## src/rtl/tx_framer_if.sv

```systemverilog
// Byte-stream ingress bundle for tx_framer: payload byte, last flag and the
// valid/ready handshake. The producer drives the master side and the framer
// sits on the slave side.
interface tx_framer_if;
  logic [7:0] s_data_i;
  logic       s_valid_i;
  logic       s_last_i;
  logic       s_ready_o;

  modport master (output s_data_i, output s_valid_i, output s_last_i,
                  input  s_ready_o);
  modport slave  (input  s_data_i, input  s_valid_i, input  s_last_i,
                  output s_ready_o);
endinterface

```

## src/rtl/tx_framer.sv

```systemverilog
// tx_framer: buffers {last, byte} entries in a small FIFO and frames them
// into a 9-bit symbol stream (K flag + byte) for an 8b10b serializer.
// Each packet goes out as SOF, data..., EOF; COMMA fills the idle gaps, and
// FILL is inserted (with an underrun pulse) when the FIFO runs dry mid-packet.
module tx_framer #(
  parameter int DEPTH = 16
) (
  input  logic                       clk_i,
  input  logic                       rst_i,
  tx_framer_if.slave                 s,
  output logic [8:0]                 sym_o,
  input  logic                       sym_req_i,
  output logic [$clog2(DEPTH):0]     level_o,
  output logic                       underrun_o,
  output logic [15:0]                pkt_cnt_o
);

  localparam int AW = $clog2(DEPTH);
  localparam int LW = AW + 1;
  localparam logic [LW-1:0] FULL_LVL = LW'(DEPTH);

  localparam logic [8:0] SYM_COMMA = 9'h1BC;
  localparam logic [8:0] SYM_SOF   = 9'h1FB;
  localparam logic [8:0] SYM_EOF   = 9'h1FD;
  localparam logic [8:0] SYM_FILL  = 9'h11C;

  // The state names the symbol currently presented on sym_o.
  localparam logic [2:0] ST_IDLE = 3'd0;
  localparam logic [2:0] ST_SOF  = 3'd1;
  localparam logic [2:0] ST_DATA = 3'd2;
  localparam logic [2:0] ST_FILL = 3'd3;
  localparam logic [2:0] ST_EOF  = 3'd4;

  logic [8:0]    mem [DEPTH];
  logic [AW-1:0] wr_ptr_q, wr_ptr_d;
  logic [AW-1:0] rd_ptr_q, rd_ptr_d;
  logic [LW-1:0] level_q, level_d;
  logic [2:0]    state_q, state_d;
  logic [8:0]    sym_q, sym_d;
  logic          last_q, last_d;
  logic          underrun_q, underrun_d;
  logic [15:0]   pkt_cnt_q, pkt_cnt_d;

  logic          push;
  logic          pop;
  logic          fifo_empty;
  logic [8:0]    head;

  // Ready depends only on the registered level, never on a same-cycle pop.
  assign s.s_ready_o = (level_q < FULL_LVL);
  assign push        = s.s_valid_i && s.s_ready_o && !rst_i;
  // Emptiness is judged on the pre-push level, so a byte arriving this cycle
  // is invisible to this cycle's pop decision.
  assign fifo_empty  = (level_q == '0);
  assign head        = mem[rd_ptr_q];

  // Framing decision: advance only on a serializer request.
  always_comb begin
    // NOTE: every signal gets a default first so no path leaves it unassigned
    // (which would infer a latch).
    state_d    = state_q;
    sym_d      = sym_q;
    last_d     = last_q;
    underrun_d = 1'b0;
    pkt_cnt_d  = pkt_cnt_q;
    pop        = 1'b0;
    if (sym_req_i) begin
      case (state_q)
        ST_IDLE: begin
          if (!fifo_empty) begin
            state_d = ST_SOF;
            sym_d   = SYM_SOF;
          end else begin
            sym_d   = SYM_COMMA;
          end
        end
        ST_EOF: begin
          state_d   = ST_IDLE;
          sym_d     = SYM_COMMA;
          pkt_cnt_d = pkt_cnt_q + 16'd1;
        end
        default: begin
          // SOF, FILL, or DATA: close the packet if the byte on the line was
          // its last, otherwise fetch the next byte or stall with FILL.
          if (state_q == ST_DATA && last_q) begin
            state_d = ST_EOF;
            sym_d   = SYM_EOF;
          end else if (!fifo_empty) begin
            pop     = 1'b1;
            state_d = ST_DATA;
            sym_d   = {1'b0, head[7:0]};
            last_d  = head[8];
          end else begin
            state_d    = ST_FILL;
            sym_d      = SYM_FILL;
            underrun_d = 1'b1;
          end
        end
      endcase
    end
  end

  // FIFO pointer and occupancy bookkeeping; pointers wrap naturally at DEPTH.
  always_comb begin
    wr_ptr_d = push ? wr_ptr_q + AW'(1) : wr_ptr_q;
    rd_ptr_d = pop  ? rd_ptr_q + AW'(1) : rd_ptr_q;
    level_d  = level_q + LW'(push) - LW'(pop);
  end

  // Storage array write port.
  always_ff @(posedge clk_i) begin
    // NOTE: the storage array is deliberately not reset; validity is tracked
    // by the pointers and level, so clearing it would only add logic.
    if (push) mem[wr_ptr_q] <= {s.s_last_i, s.s_data_i};
  end

  // Control state registers with synchronous reset taking priority.
  always_ff @(posedge clk_i) begin
    // NOTE: non-blocking assignments so every register samples the pre-edge
    // values regardless of statement order.
    if (rst_i) begin
      wr_ptr_q   <= '0;
      rd_ptr_q   <= '0;
      level_q    <= '0;
      state_q    <= ST_IDLE;
      sym_q      <= SYM_COMMA;
      last_q     <= 1'b0;
      underrun_q <= 1'b0;
      pkt_cnt_q  <= '0;
    end else begin
      wr_ptr_q   <= wr_ptr_d;
      rd_ptr_q   <= rd_ptr_d;
      level_q    <= level_d;
      state_q    <= state_d;
      sym_q      <= sym_d;
      last_q     <= last_d;
      underrun_q <= underrun_d;
      pkt_cnt_q  <= pkt_cnt_d;
    end
  end

  assign sym_o      = sym_q;
  assign level_o    = level_q;
  assign underrun_o = underrun_q;
  assign pkt_cnt_o  = pkt_cnt_q;

endmodule
```

## src/flat_wrapper.sv

```systemverilog
// flat-port wrapper written by rule: the top's interface ports become plain ports
module tx_framer_flat 
#(
  parameter int DEPTH = 16
)
  (clk_i, rst_i, sym_o, sym_req_i, level_o, underrun_o, pkt_cnt_o, s_s_data_i, s_s_valid_i, s_s_last_i, s_s_ready_o);
  tx_framer_if s_i ();
  input  logic clk_i;
  input  logic rst_i;
  output logic [8:0] sym_o;
  input  logic sym_req_i;
  output logic [$clog2(DEPTH):0] level_o;
  output logic underrun_o;
  output logic [15:0] pkt_cnt_o;
  input wire logic [$bits(s_i.s_data_i)-1:0] s_s_data_i;
  input wire logic [$bits(s_i.s_valid_i)-1:0] s_s_valid_i;
  input wire logic [$bits(s_i.s_last_i)-1:0] s_s_last_i;
  output wire logic [$bits(s_i.s_ready_o)-1:0] s_s_ready_o;
  assign s_i.s_data_i = s_s_data_i;
  assign s_i.s_valid_i = s_s_valid_i;
  assign s_i.s_last_i = s_s_last_i;
  assign s_s_ready_o = s_i.s_ready_o;
  tx_framer #(.DEPTH(DEPTH)) u_core (.clk_i(clk_i), .rst_i(rst_i), .s(s_i), .sym_o(sym_o), .sym_req_i(sym_req_i), .level_o(level_o), .underrun_o(underrun_o), .pkt_cnt_o(pkt_cnt_o));
endmodule
```

## config.mk

```make
export PLATFORM = sky130hd
export DESIGN_NAME = tx_framer_flat
export DESIGN_NICKNAME = d
export VERILOG_FILES = /design/src/rtl/tx_framer_if.sv /design/src/rtl/tx_framer.sv /design/src/flat_wrapper.sv
export SDC_FILE = /design/constraint.sdc
export NUM_CORES = 1
export LEC_CHECK = 0
export ABC_AREA = 1
export BUFFER_PORTS_ARGS = -buffer_cell sky130_fd_sc_hd__clkbuf_2
export CORE_UTILIZATION = 55
export CTS_CLUSTER_DIAMETER = 30
export DETAILED_ROUTE_END_ITERATION = 8
export GPL_TIMING_DRIVEN = 0
export PLACE_DENSITY = 0.73
export RECOVER_POWER = 50
export SETUP_SLACK_MARGIN = 0.1
export SYNTH_ARGS = -nofsm -noshare
export SYNTH_HDL_FRONTEND = slang
export SYNTH_SLANG_ARGS = --single-unit
```

## constraint.sdc

```tcl
create_clock -name clk_i -period 4.9 [get_ports clk_i]
set_input_delay 0.735 -clock clk_i [delete_from_list [all_inputs] [get_ports clk_i]]
set_output_delay 0.735 -clock clk_i [all_outputs]
set_load 0.01 [all_outputs]
```

; ---- Word-level counts from Yosys, hierarchy flattened
; Memory sizes are Yosys's and may differ from the RTL's. A register that Yosys moved wholly into a read port is not among the register bits.
; Index checks and enable logic that the tools add are counted.
; W data, S select, Z words.
[word_totals]
reg_bits = 43
latch_bits = 0
mem_bits_rw = 144
mem_bits_ro = 0
inputBits = 13
out_inout_bits = 32
wordCells = 50
mem_count = 1
[op_classes]
add_sub_neg = 5
multipliers = 0
n_div = 0
magnitude_cmp = 1
eq_ne = 3
shifts = 0
n_mux = 17
bitwise_logic = 4
reduce_logical = 11
[mem_list]
columns = name, depth, width, rd, rd_clocked_by_memory_dff, wr, line
row1 = u_core.mem, 16, 9, 1, 1, 1, tx_framer.sv:34  ; logic [8:0] mem [DEPTH];
[ops]
columns = operator, count
row1 = $mux W9, 2
row2 = $pmux W9 S2, 1
row3 = $add A16 B1 Y16 const B, 1
row4 = $add A4 B1 Y4 const B, 2
row5 = $mux W1, 8
row6 = $mux W4, 2
row7 = $mux W7, 1
row8 = $mux W3, 2
row9 = $pmux W3 S2, 1
row10 = $add A5 B1 Y5, 1
row11 = $logic_not A5 Y1, 1
row12 = $lt A5 B5 Y1 const B, 1
row13 = $reduce_or A5 Y1, 1
row14 = $sub A5 B1 Y5, 1
row15 = $not A1 Y1, 4
row16 = $reduce_and A2 Y1, 2
row17 = $reduce_and A4 Y1, 1
row18 = $eq A3 B2 Y1 const B, 1
row19 = $eq A3 B3 Y1 const B, 1
row20 = $logic_and A1 B1 Y1, 3
row21 = $logic_not A3 Y1, 1
row22 = $ne A2 B2 Y1 const B, 1
row23 = $reduce_or A2 Y1, 1
row24 = $logic_not A1 Y1, 1

; ---- Longest topological paths before layout
; Gate-level depths: netlist of run 1.
[logic_depth]
depth_word = 7
ltp_mapped = 17
depth_no_buf = 17

; ---- Worst setup path after synthesis of run 1
; No wires, ideal clock.
[synth_timing]
path_kind = input to register
start = input rst_i
end = register u_core.level_q[4], in the netlist u_core.level_o[4]
setup_time_ps = 70
t_arrival_ps = 2312
required_time_ps = 4830
setup_slack_ps = 2518
cell_stages = 11
path_buffers = 1
path_cell_list = clkbuf_1 -> inv_1 -> nand3_1 -> inv_1 -> ha_1 -> fa_1 -> nand2_1 -> a21oi_1 -> nor2_1 -> o21ai_0 -> a21oi_1
[synth_between]
elab_chain_len = 4
[synth_rtl]
columns = element, line
row1 = "start, declared", flat_wrapper.sv:9  ; input logic rst_i;
row2 = $logic_not A1 Y1, tx_framer.sv:51  ; assign push = s.s_valid_i && s.s_ready_o && !rst_i;
row3 = $logic_and A1 B1 Y1, tx_framer.sv:51
row4 = via u_core.push, tx_framer.sv:44  ; logic push;
row5 = $add A5 B1 Y5, tx_framer.sv:107  ; level_d = level_q + LW'(push) - LW'(pop);
row6 = $sub A5 B1 Y5, tx_framer.sv:107
row7 = "end signal, assigned", tx_framer.sv:133  ; level_q <= level_d;
row8 = "end, declared", tx_framer.sv:37  ; logic [LW-1:0] level_q, level_d;
; The timed path passes the listed nets, and every way through them passes these cells.
; A chain may end at the register's enable or synchronous reset.

; ---- Worst setup path in the final report of run 1
[layout_timing]
start = register u_core.level_q[2], in the netlist u_core.level_o[2]
end = register u_core.level_q[4], in the netlist u_core.level_o[4]
[layout_between]
elab_chain_len = 6
word_cells_on_any_way = 10
cone_classes = add/sub (2) / order compare (1) / mux (4) / reduce/logical (3)
[layout_rtl]
columns = element, line
row1 = "parallel branches: the longest is 5 deep, another holds $lt A5 B5 Y1", n/a
row2 = $sub A5 B1 Y5 (*), tx_framer.sv:107
; Every way passes the cells marked *.

==> results.yml, run 1 <==
floorplanning:
  fp.dieW_microns: 121
  rows: 43
  core_sq_mm: 0.0139
  die_area_sq_mm: 0.0147
  start_util_pct: 56.5
  ios: 45
  die_h_microns: 121
power_and_ir_drop:
  combPwrFrac_pct: 17.0
  irDropWorstVdd_uv: 284
  finalPower_mw: 3.91
  swShare_pct: 28.3
  pwr-share-seq_pct: 47.1
  leakagePower_nw: 3.12
  pwr-share-clk_pct: 35.8
  power.switching_mw: 1.11
  powerDensity_mw_per_mm2: 444
  p_int_mw: 2.80
global_route:
  groute.usage.overall_pct: 28.3
  grt_pass1_wl_mm: 29.8
  antenna_found_initial: 0
  grt_overflow: 0
  grt_start_max_net_pins: 17
  grt_pass1_vias: 5493
logic_synthesis:
  netlist.area_leader.share_pct: 55.2
  ys.flop_type: "edfxtp_1"
  yosysWarnings: 0
  syn_area_sq_mm: 0.00784
  synth_fp_nets: 749
  yosysUniqueCellTypes: 35
  synth_area_per_cell_sq_um: 10.8
  synth_top_area_cell: "edfxtp_1"
  yosysMostFrequentCell: "edfxtp_1"
  synthCells: 724
  synth_common_cells: "144 x edfxtp_1, 128 x nor2_1, 88 x o21ai_0, 80 x nand2_1, 50 x inv_1"
  async_reset_ff_share_pct: 0
  synth_edf_count: 144
  synth_seq_area_share_pct: 67.2
  yosys-top-cells-area: "edfxtp_1 55%, dfxtp_1 12%, nor2_1 6.1%, o21ai_0 5.6%, nand2_1 3.8%"
  ys_seq_elements: 191
setup_path:
  crit_chain: "inv_1 > ha_1 > nand4_1 > inv_1 > nor2_4 > nand2_2 > inv_2 > nand2_1 > nand2_1 > ha_1 > fa_1 > nand2_1 > a21oi_1 > nor2_1 > o21ai_0 > a21oi_1"
  arrival_ns: 3.18
  crit_fanout: 10
  path_depth: 16
  reg2reg_depth: 16
  crit_top_cell: "nand2_1"
  crit_path_end_kind: "flip-flop"
  crit_required_ns: 5.26
  cp_top_family: "simple AND/OR/NAND/NOR gates"
  path_class: "reg -> reg"
  worst-path-buf-inv: 3
  critPathSlowestCell: "fa_1"
  start_kind: "flip-flop"
  slowest_delay_ns: 0.41
timing:
  clock.fmax_ghz: 0.355
  fin_skew_ns: 0.00453
  finalWorstSetupSlack_ns: 2.09
  fin_crit_sh_pct: 57.4
  setup_tns_ns: 0
  rsz0062_at_grt: "no"
  tightestPinTransition_ns: 1.25
  slew_headroom_pct: 16.1
  timing_hold_violations_final: 0
  fin_crit_ns: 2.81
  maxSlewViolCount: 0
  setup_viol: 0
clocking:
  root_buffer: "clkbuf_16"
  cts_buffers: 17
  clock_sinks: 191
  cts_tree: "built"
  post_cts_resized: 0
  h-tree-depth: 4
  clk_latency_ns: 0.43
  clk_pin_slew_ns: 0.07
  post-cts-setup-buffer-count: 0
  clockBufferDepth: 2
  cts_hold_buf: 0
finish:
  final_layout_size_suffix_gt1_share_pct: 7.14
  n_antenna_cell: 0
  register_area_sq_mm: 0.00527
  fillers: 1087
  synthToLayoutAreaGrowth_pct: 12.5
  multi_input_area_sq_mm: 0.00222
  finish.instance_area_sq_mm: 0.00881
  nNetsFinal: 810
placement:
  gp_congestion: 0.899
  dp_hpwl_mm: 12.7
  dp_worst_setup_slack_ns: 1.96
  postPlaceCellArea_sq_mm: 0.00827
  io_buffers: 42
min_path:
  holdPathStages: 2
  holdCritPathClass: "reg -> reg"
job:
  maxCapViolations: 0
detailed_routing:
  via_per_inst: 5.98
  first_pass_iters: 5
  drc: 0
  dr_total_vias: 5844
  dr.first_iter.drc_count: 919
  routedWlPerCell_microns: 20.2
  wl_mm: 19.8
  postRouteAntennaNets: 0
run_status:
  status: "finished clean"
## layout make-up
| class | instances | area share, % |
|---|---|---|
| clock buffer | 18 | 4.87 |
| sequential | 191 | 59.7 |
| timing repair buffer | 42 | 1.93 |
| tap | 180 | 2.56 |
| multi-input combinational | 445 | 25.1 |
| inverter | 56 | 2.39 |
| clock inverter | 14 | 1.87 |
| buffer | 32 | 1.50 |
## cell families after synthesis
group                      Yosys count  share of synthesized area [%]
DFF                                191                           67.2
and+or+nand+nor                    270                           14.6
buffers and inverters               88                           4.37
xor gates and xnor gates             4                          0.447
AOI/OAI and AO/OA                  159                           11.4
adders and majority gates           12                           2.01
## power by group through the flow
stage | combinational, mW | clock (mW) | sequential [mW]
floorplan | 0.422 | 0 | 1.89
global placement | 0.636 | 0 | 1.87
detailed placement | 0.659 | 0 | 1.88
CTS | 0.667 | 1.40 | 1.84
global route | 0.732 | 1.46 | 1.85
finish | 0.665 | 1.40 | 1.84
## cell usage in the layout, fill, tap and decap left out, types with 6 or more instances in the layout
cell and n:
o21ai_0 88, inv_1 50, dfxtp_1 47, o211ai_1 25, nand2_1 80, edfxtp_1 144, a21oi_1 34, nor3_1 12
clkbuf_2 10, nor2_1 129, clkinv_1 6, ha_1 11, nand3_1 36, clkbuf_16 17, clkbuf_1 56, buf_2 7
## routing by layer
metal	up-vias	routed length (microns)	share of wire [%]	global-route usage [%]
met5	-	0	0	0
met4	0	688	3.5	13.7
met3	59	1870	9.4	6.25
met2	332	9380	47	43.3
met1	2799	7860	40	38.5
li1	2654	-	-	-
## state kept, by name, summed over array words and instances (netlist names), named ones only
register and cells:
u_core.pkt_cnt_o 16, u_core.mem 144, u_core.rd_ptr_q 4, u_core.wr_ptr_q 4, u_core.state_q 3, u_core.sym_o 9
u_core.underrun_o 1, u_core.last_q 1, u_core.level_o 5
## stage by stage
step | instances | util (%) | hold WS (ns)
after floorplan | 724 | - | 0.459
after global placement | 946 | 59.6 | 0.450
after detailed placement | 946 | 59.6 | 0.464
after CTS | 978 | 63.9 | 0.481
after global routing | 978 | 63.5 | 0.509
final | 978 | 63.5 | 0.475
## tightest hold or removal path: stages, from the launching register on
cell and delay (ns):
dfxtp_1 0.33, a21oi_1 0.06, nand2_1 0.05
## worst paths after layout
| kind | startpoint | to | slack [ns] |
|---|---|---|---|
| worst max register to register | u_core.level_o[2]$_SDFF_PP0_ | u_core.level_o[4]$_SDFF_PP0_ | 2.09 |
| worst max-delay path | u_core.level_o[2]$_SDFF_PP0_ | u_core.level_o[4]$_SDFF_PP0_ | 2.09 |
| worst min register to register | u_core.sym_o[4]$_SDFFE_PP1P_ | u_core.sym_o[4]$_SDFFE_PP1P_ | 0.48 |
| worst min-delay path | u_core.sym_o[4]$_SDFFE_PP1P_ | u_core.sym_o[4]$_SDFFE_PP1P_ | 0.48 |
(Power assumes the default switching activity.)
==> run 2: changes to the inputs <==
==> constraint.sdc (replaced) <==
create_clock -name clk_i -period 2.7 [get_ports clk_i]
set_input_delay 0.405 -clock clk_i [delete_from_list [all_inputs] [get_ports clk_i]]
set_output_delay 0.405 -clock clk_i [all_outputs]
set_load 0.01 [all_outputs]
==> results.yml, run 2 (synthesis gave the netlist of run 1 again) <==
finish:
  final_cell_mix: "144 x edfxtp_1, 128 x nor2_1, 88 x o21ai_0"
  regMostFlops: "u_core.mem"
  final_common_cell: "edfxtp_1"
  largest_reg_flops: 144
  nNetsFinal: 814
  n_antenna_cell: 0
  synthToLayoutAreaGrowth_pct: 12.9
  final_layout_size_suffix_gt1_share_pct: 7.23
  finish.instance_area_sq_mm: 0.00885
timing:
  slew_headroom_pct: 17.6
  finalWorstSetupSlack_ns: 0.275
  rsz0062_at_grt: "no"
  fin_skew_ns: 0.00656
  tightestPinTransition_ns: 1.23
  setup_tns_ns: 0
  clock.fmax_ghz: 0.412
  timing_hold_violations_final: 0
  setup_viol: 0
  fin_crit_ns: 2.43
  fin_crit_sh_pct: 89.8
  maxSlewViolCount: 0
floorplanning:
  die_h_microns: 121
  die_area_sq_mm: 0.0147
  core_sq_mm: 0.0139
  rows: 43
  fp.dieW_microns: 121
  ios: 45
  start_util_pct: 56.5
global_route:
  grt_overflow: 0
  grt_start_max_net_pins: 17
  grt_use_met3_pct: 6.16
  grt_pass1_vias: 5507
  grt_use_met1_pct: 38.6
  use_met2_pct: 43.5
  busiest_layer: "met2"
  groute.usage.overall_pct: 28.4
  antenna_found_initial: 0
  grt_pass1_wl_mm: 29.8
placement:
  dp_hpwl_mm: 12.7
  io_buffers: 42
  gp_congestion: 0.899
  postPlaceCellArea_sq_mm: 0.00827
  dp_worst_setup_slack_ns: -0.0369
detailed_routing:
  wl_mm: 19.8
  via_per_inst: 5.93
  routedWlPerCell_microns: 20.2
  first_pass_iters: 5
  dr_total_vias: 5827
  dr.first_iter.drc_count: 1029
  drc: 0
  postRouteAntennaNets: 0
setup_path:
  crit_fanout: 10
  r2r-end: "u_core.level_o[4]$_SDFF_PP0_"
  crit_end: "u_core.level_o[4]$_SDFF_PP0_"
  rrSetupSlack_ns: 0.27
  path_class: "reg -> reg"
  crit_start: "u_core.level_o[2]$_SDFF_PP0_"
  critPathSlowestCell: "dfxtp_1"
  crit_path_end_kind: "flip-flop"
  crit_required_ns: 3.02
  crit_chain: "inv_1 > ha_1 > nand4_1 > inv_2 > nor2_4 > nand2_4 > inv_4 > nand2_2 > nand2_1 > ha_1 > fa_2 > nand2_1 > a21oi_1 > nor2_1 > o21ai_0 > a21oi_1"
  arrival_ns: 2.75
  start_kind: "flip-flop"
  slowest_delay_ns: 0.38
  reg2reg_from: "u_core.level_o[2]$_SDFF_PP0_"
  reg2reg_depth: 16
clocking:
  clk_pin_slew_ns: 0.07
  cts_tree: "built"
  root_buffer: "clkbuf_16"
  cts_hold_buf: 0
  clockBufferDepth: 2
  h-tree-depth: 4
  clk_latency_ns: 0.43
  clock_sinks: 191
  cts_buffers: 17
power_and_ir_drop:
  combPwrFrac_pct: 17.9
  swShare_pct: 28.5
  pwr-share-clk_pct: 35.5
  pwr-share-seq_pct: 46.6
  irDropWorstVdd_uv: 513
  finalPower_mw: 7.19
  power.switching_mw: 2.05
  leakagePower_nw: 3.12
  p_int_mw: 5.14
  powerDensity_mw_per_mm2: 812
job:
  maxCapViolations: 0
min_path:
  holdCritPathClass: "in -> reg"
run_status:
  status: "finished clean"
-- run 2: cell count changes in the layout (fill, tap and decap cells not counted), sizes merged --
cell | before | now
clkbuf | 83 | 84
buf | 9 | 12
-- run 2: power by group through the flow --
stage	logic, mW	clock network (mW)	registers, mW
floorplan	0.767	0	3.42
finish	1.29	2.55	3.35
global placement	1.15	0	3.40
global route	1.41	2.66	3.36
detailed placement	1.20	0	3.41
CTS	1.23	2.54	3.34
-- run 2: worst min-delay path by stage --
stage / start / to / slack [ns] / cells after the start
3_5_place_dp: u_core.sym_o[4]$_SDFFE_PP1P_ / u_core.sym_o[4]$_SDFFE_PP1P_ / 0.46 / 2
3_3_place_gp: u_core.pkt_cnt_o[15]$_SDFFE_PP0P_ / u_core.pkt_cnt_o[15]$_SDFFE_PP0P_ / 0.45 / 2
6_report: sym_req_i / u_core.sym_o[3]$_SDFFE_PP1P_ / 0.26 / 3
4_1_cts: sym_req_i / u_core.sym_o[4]$_SDFFE_PP1P_ / 0.24 / 3
5_1_grt: sym_req_i / u_core.sym_o[3]$_SDFFE_PP1P_ / 0.29 / 3
2_1_floorplan: u_core.rd_ptr_q[0]$_SDFFE_PP0P_ / flip-flop / 0.46 / 1
-- run 2: area by class of cell --
type	count	area, sq um
multi-input cells	445	2230
fillers	1090	5030
well taps	180	225
repair buffers	46	189
inverters	56	213
clock buffers	18	429
clock inverters	14	165
plain buffers	32	133
flip-flops and latches	191	5270
-- run 2: worst max-delay path, delay by kind of cell (launching register included) --
kind	cells	cell delay, ns
adders and majority gates	3	0.62
and+or+nand+nor	7	0.68
DFF	1	0.38
buffers and inverters	3	0.30
AOI/OAI and AO/OA	3	0.33
-- run 2: metrics by stage --
stage / std cells / utilization, % / hold WS [ns]
finish: 982 / 63.8 / 0.262
floorplan: 724 / - / 0.459
global placement: 946 / 59.6 / 0.450
detailed placement: 946 / 59.6 / 0.464
global route: 982 / 63.8 / 0.294
CTS: 979 / 63.9 / 0.241
-- run 2: routing by layer --
metal,wire length (microns),vias up
met3,1830,47
met1,8040,2766
met4,605,0
met5,0,-
met2,9360,356
li1,-,2658
-- run 2: what timing repair did --
| action | in CTS | in global routing |
|---|---|---|
| setup endpoints to repair | 2 | 2 |
| setup buffers | 1 | 3 |
| gates resized for setup | 1 | 6 |
| pin swaps | 1 | 1 |
==> run 3: changes to the inputs <==
--- a/config.mk
+++ b/config.mk
@@ -7,11 +7,10 @@
 export LEC_CHECK = 0
 export ABC_AREA = 1
 export BUFFER_PORTS_ARGS = -buffer_cell sky130_fd_sc_hd__clkbuf_2
-export CORE_UTILIZATION = 55
+export CORE_UTILIZATION = 40
 export CTS_CLUSTER_DIAMETER = 30
 export DETAILED_ROUTE_END_ITERATION = 8
 export GPL_TIMING_DRIVEN = 0
-export PLACE_DENSITY = 0.73
 export RECOVER_POWER = 50
 export SETUP_SLACK_MARGIN = 0.1
 export SYNTH_ARGS = -nofsm -noshare
==> results.yml, run 3 (synthesis gave the netlist of run 1 again) <==
clocking:
  clockBufferDepth: 2
  h-tree-depth: 4
  clock_sinks: 191
  root_buffer: "clkbuf_16"
  cts_tree: "built"
  clk_pin_slew_ns: 0.07
  clk_latency_ns: 0.44
  cts_buffers: 17
power_and_ir_drop:
  p_int_mw: 5.04
  leakagePower_nw: 3.09
  swShare_pct: 28.9
  pwr-share-clk_pct: 34.7
  pwr-share-seq_pct: 47.2
  irDropWorstVdd_uv: 492
  combPwrFrac_pct: 18.2
  power.switching_mw: 2.05
  powerDensity_mw_per_mm2: 794
global_route:
  antenna_found_initial: 0
  grt_start_max_net_pins: 17
  grt_pass1_vias: 5280
  grt_pass1_wl_mm: 30.8
  grt_overflow: 0
  groute.usage.overall_pct: 21.3
floorplanning:
  die_h_microns: 142
  ios: 45
  fp.dieW_microns: 142
  rows: 50
  die_area_sq_mm: 0.0202
  core_sq_mm: 0.0190
  start_util_pct: 41.3
timing:
  timing_hold_violations_final: 0
  maxSlewViolCount: 0
  setup_viol: 0
  slew_headroom_pct: 14.5
  fin_crit_ns: 2.36
  fin_skew_ns: 0.00987
  hold_ws_ns: 0.260
  tightestPinTransition_ns: 1.28
  clock.fmax_ghz: 0.424
  fin_crit_sh_pct: 87.3
  rsz0062_at_grt: "no"
setup_path:
  arrival_ns: 2.40
  crit_path_end_kind: "flip-flop"
  path_class: "reg -> reg"
  crit_fanout: 9
  start_kind: "flip-flop"
  crit_required_ns: 2.75
placement:
  dp_hpwl_mm: 13.3
  gp_congestion: 0.852
  io_buffers: 42
  dp.cells: 1026
finish:
  regMostFlops: "u_core.mem"
  final_layout_size_suffix_gt1_share_pct: 7.23
  postLayoutCoreUtil_pct: 47.1
  nNetsFinal: 814
  n_antenna_cell: 0
  fillers: 1748
  final_cell_mix: "144 x edfxtp_1, 129 x nor2_1, 88 x o21ai_0"
  final_common_cell: "edfxtp_1"
  synthToLayoutAreaGrowth_pct: 13.9
  layoutNonFillerInstCount: 1062
  largest_reg_flops: 144
run_status:
  status: "finished clean"
detailed_routing:
  via_per_inst: 5.25
  postRouteAntennaNets: 0
  drc: 0
  dr.first_iter.drc_count: 580
  routedWlPerCell_microns: 19.1
  wl_mm: 20.3
  first_pass_iters: 6
  dr_total_vias: 5572
job:
  maxCapViolations: 0
min_path:
  holdCritPathClass: "in -> reg"
-- run 3: changes by cell type in the layout (fill, tap and decap cells not counted), sizes merged --
cell | before | now
clkinv | 10 | 6
clkinvlp | 0 | 4
buf | 12 | 13
bufinv | 3 | 2
-- run 3: path summary, 6_finish.rpt --
kind	startpoint	to	cells past startpoint	slack, ns
setup / recovery	u_core.level_o[4]$_SDFF_PP0_	u_core.mem[8][6]$_DFFE_PP_	5	0.34
hold / removal	sym_req_i	u_core.sym_o[3]$_SDFFE_PP1P_	3	0.26
hold reg to reg	u_core.pkt_cnt_o[15]$_SDFFE_PP0P_	u_core.pkt_cnt_o[15]$_SDFFE_PP0P_	2	0.47
setup reg to reg	u_core.level_o[4]$_SDFF_PP0_	u_core.mem[8][6]$_DFFE_PP_	5	0.34
-- run 3: power by group through the flow --
stage | Sequential (mW) | Clock, mW | Combinational [mW]
floorplan | 3.42 | 0 | 0.767
global placement | 3.41 | 0 | 1.21
detailed placement | 3.41 | 0 | 1.22
CTS | 3.35 | 2.47 | 1.25
global route | 3.36 | 2.59 | 1.43
finish | 3.35 | 2.46 | 1.29
-- run 3: critical path, stage by stage, from the launching register on --
cell	delay (ns)
dfxtp_1	0.33
inv_1	0.10
nand3_1	0.20
inv_1	0.18
nand2_1	0.16
nor2_1	0.99
-- run 3: what timing repair did --
item,in CTS,in global routing
pin swaps,2,3
buffers inserted,1,3
gates resized for setup,3,4
hold buffers,0,0
gates cloned,0,0
endpoints found under the setup margin,3,2
-- run 3: metal layers --
layer	up-vias	routed length, microns	share of wire, %	GRT usage (%)
met1	2684	9200	45	29.6
li1	2660	-	-	-
met5	-	0	0	0
met4	0	557	2.7	9.90
met2	191	9170	45	32.5
met3	37	1360	6.7	3.63
-- run 3: final cells by class --
type	instances	area, sq um	share of cell area [%]
sequential	191	5270	59.0
multi-input combinational	445	2230	25.0
clock buffer	19	433	4.85
tap	260	325	3.64
inverter	56	215	2.41
timing repair buffer	46	190	2.13
clock inverter	13	138	1.54
buffer	32	133	1.49
-- run 3: through the flow --
step | setup WS, ns | power, mW | cell area [sq um] | TNS [ns]
after floorplan | 0.389 | 4.19 | 7840 | 0
after global placement | -0.0802 | 4.61 | 8370 | -0.252
after detailed placement | -0.106 | 4.63 | 8370 | -0.106
after CTS | 0.136 | 7.07 | 8960 | 0
after global routing | 0.115 | 7.38 | 8930 | 0
final | 0.342 | 7.09 | 8930 | 0
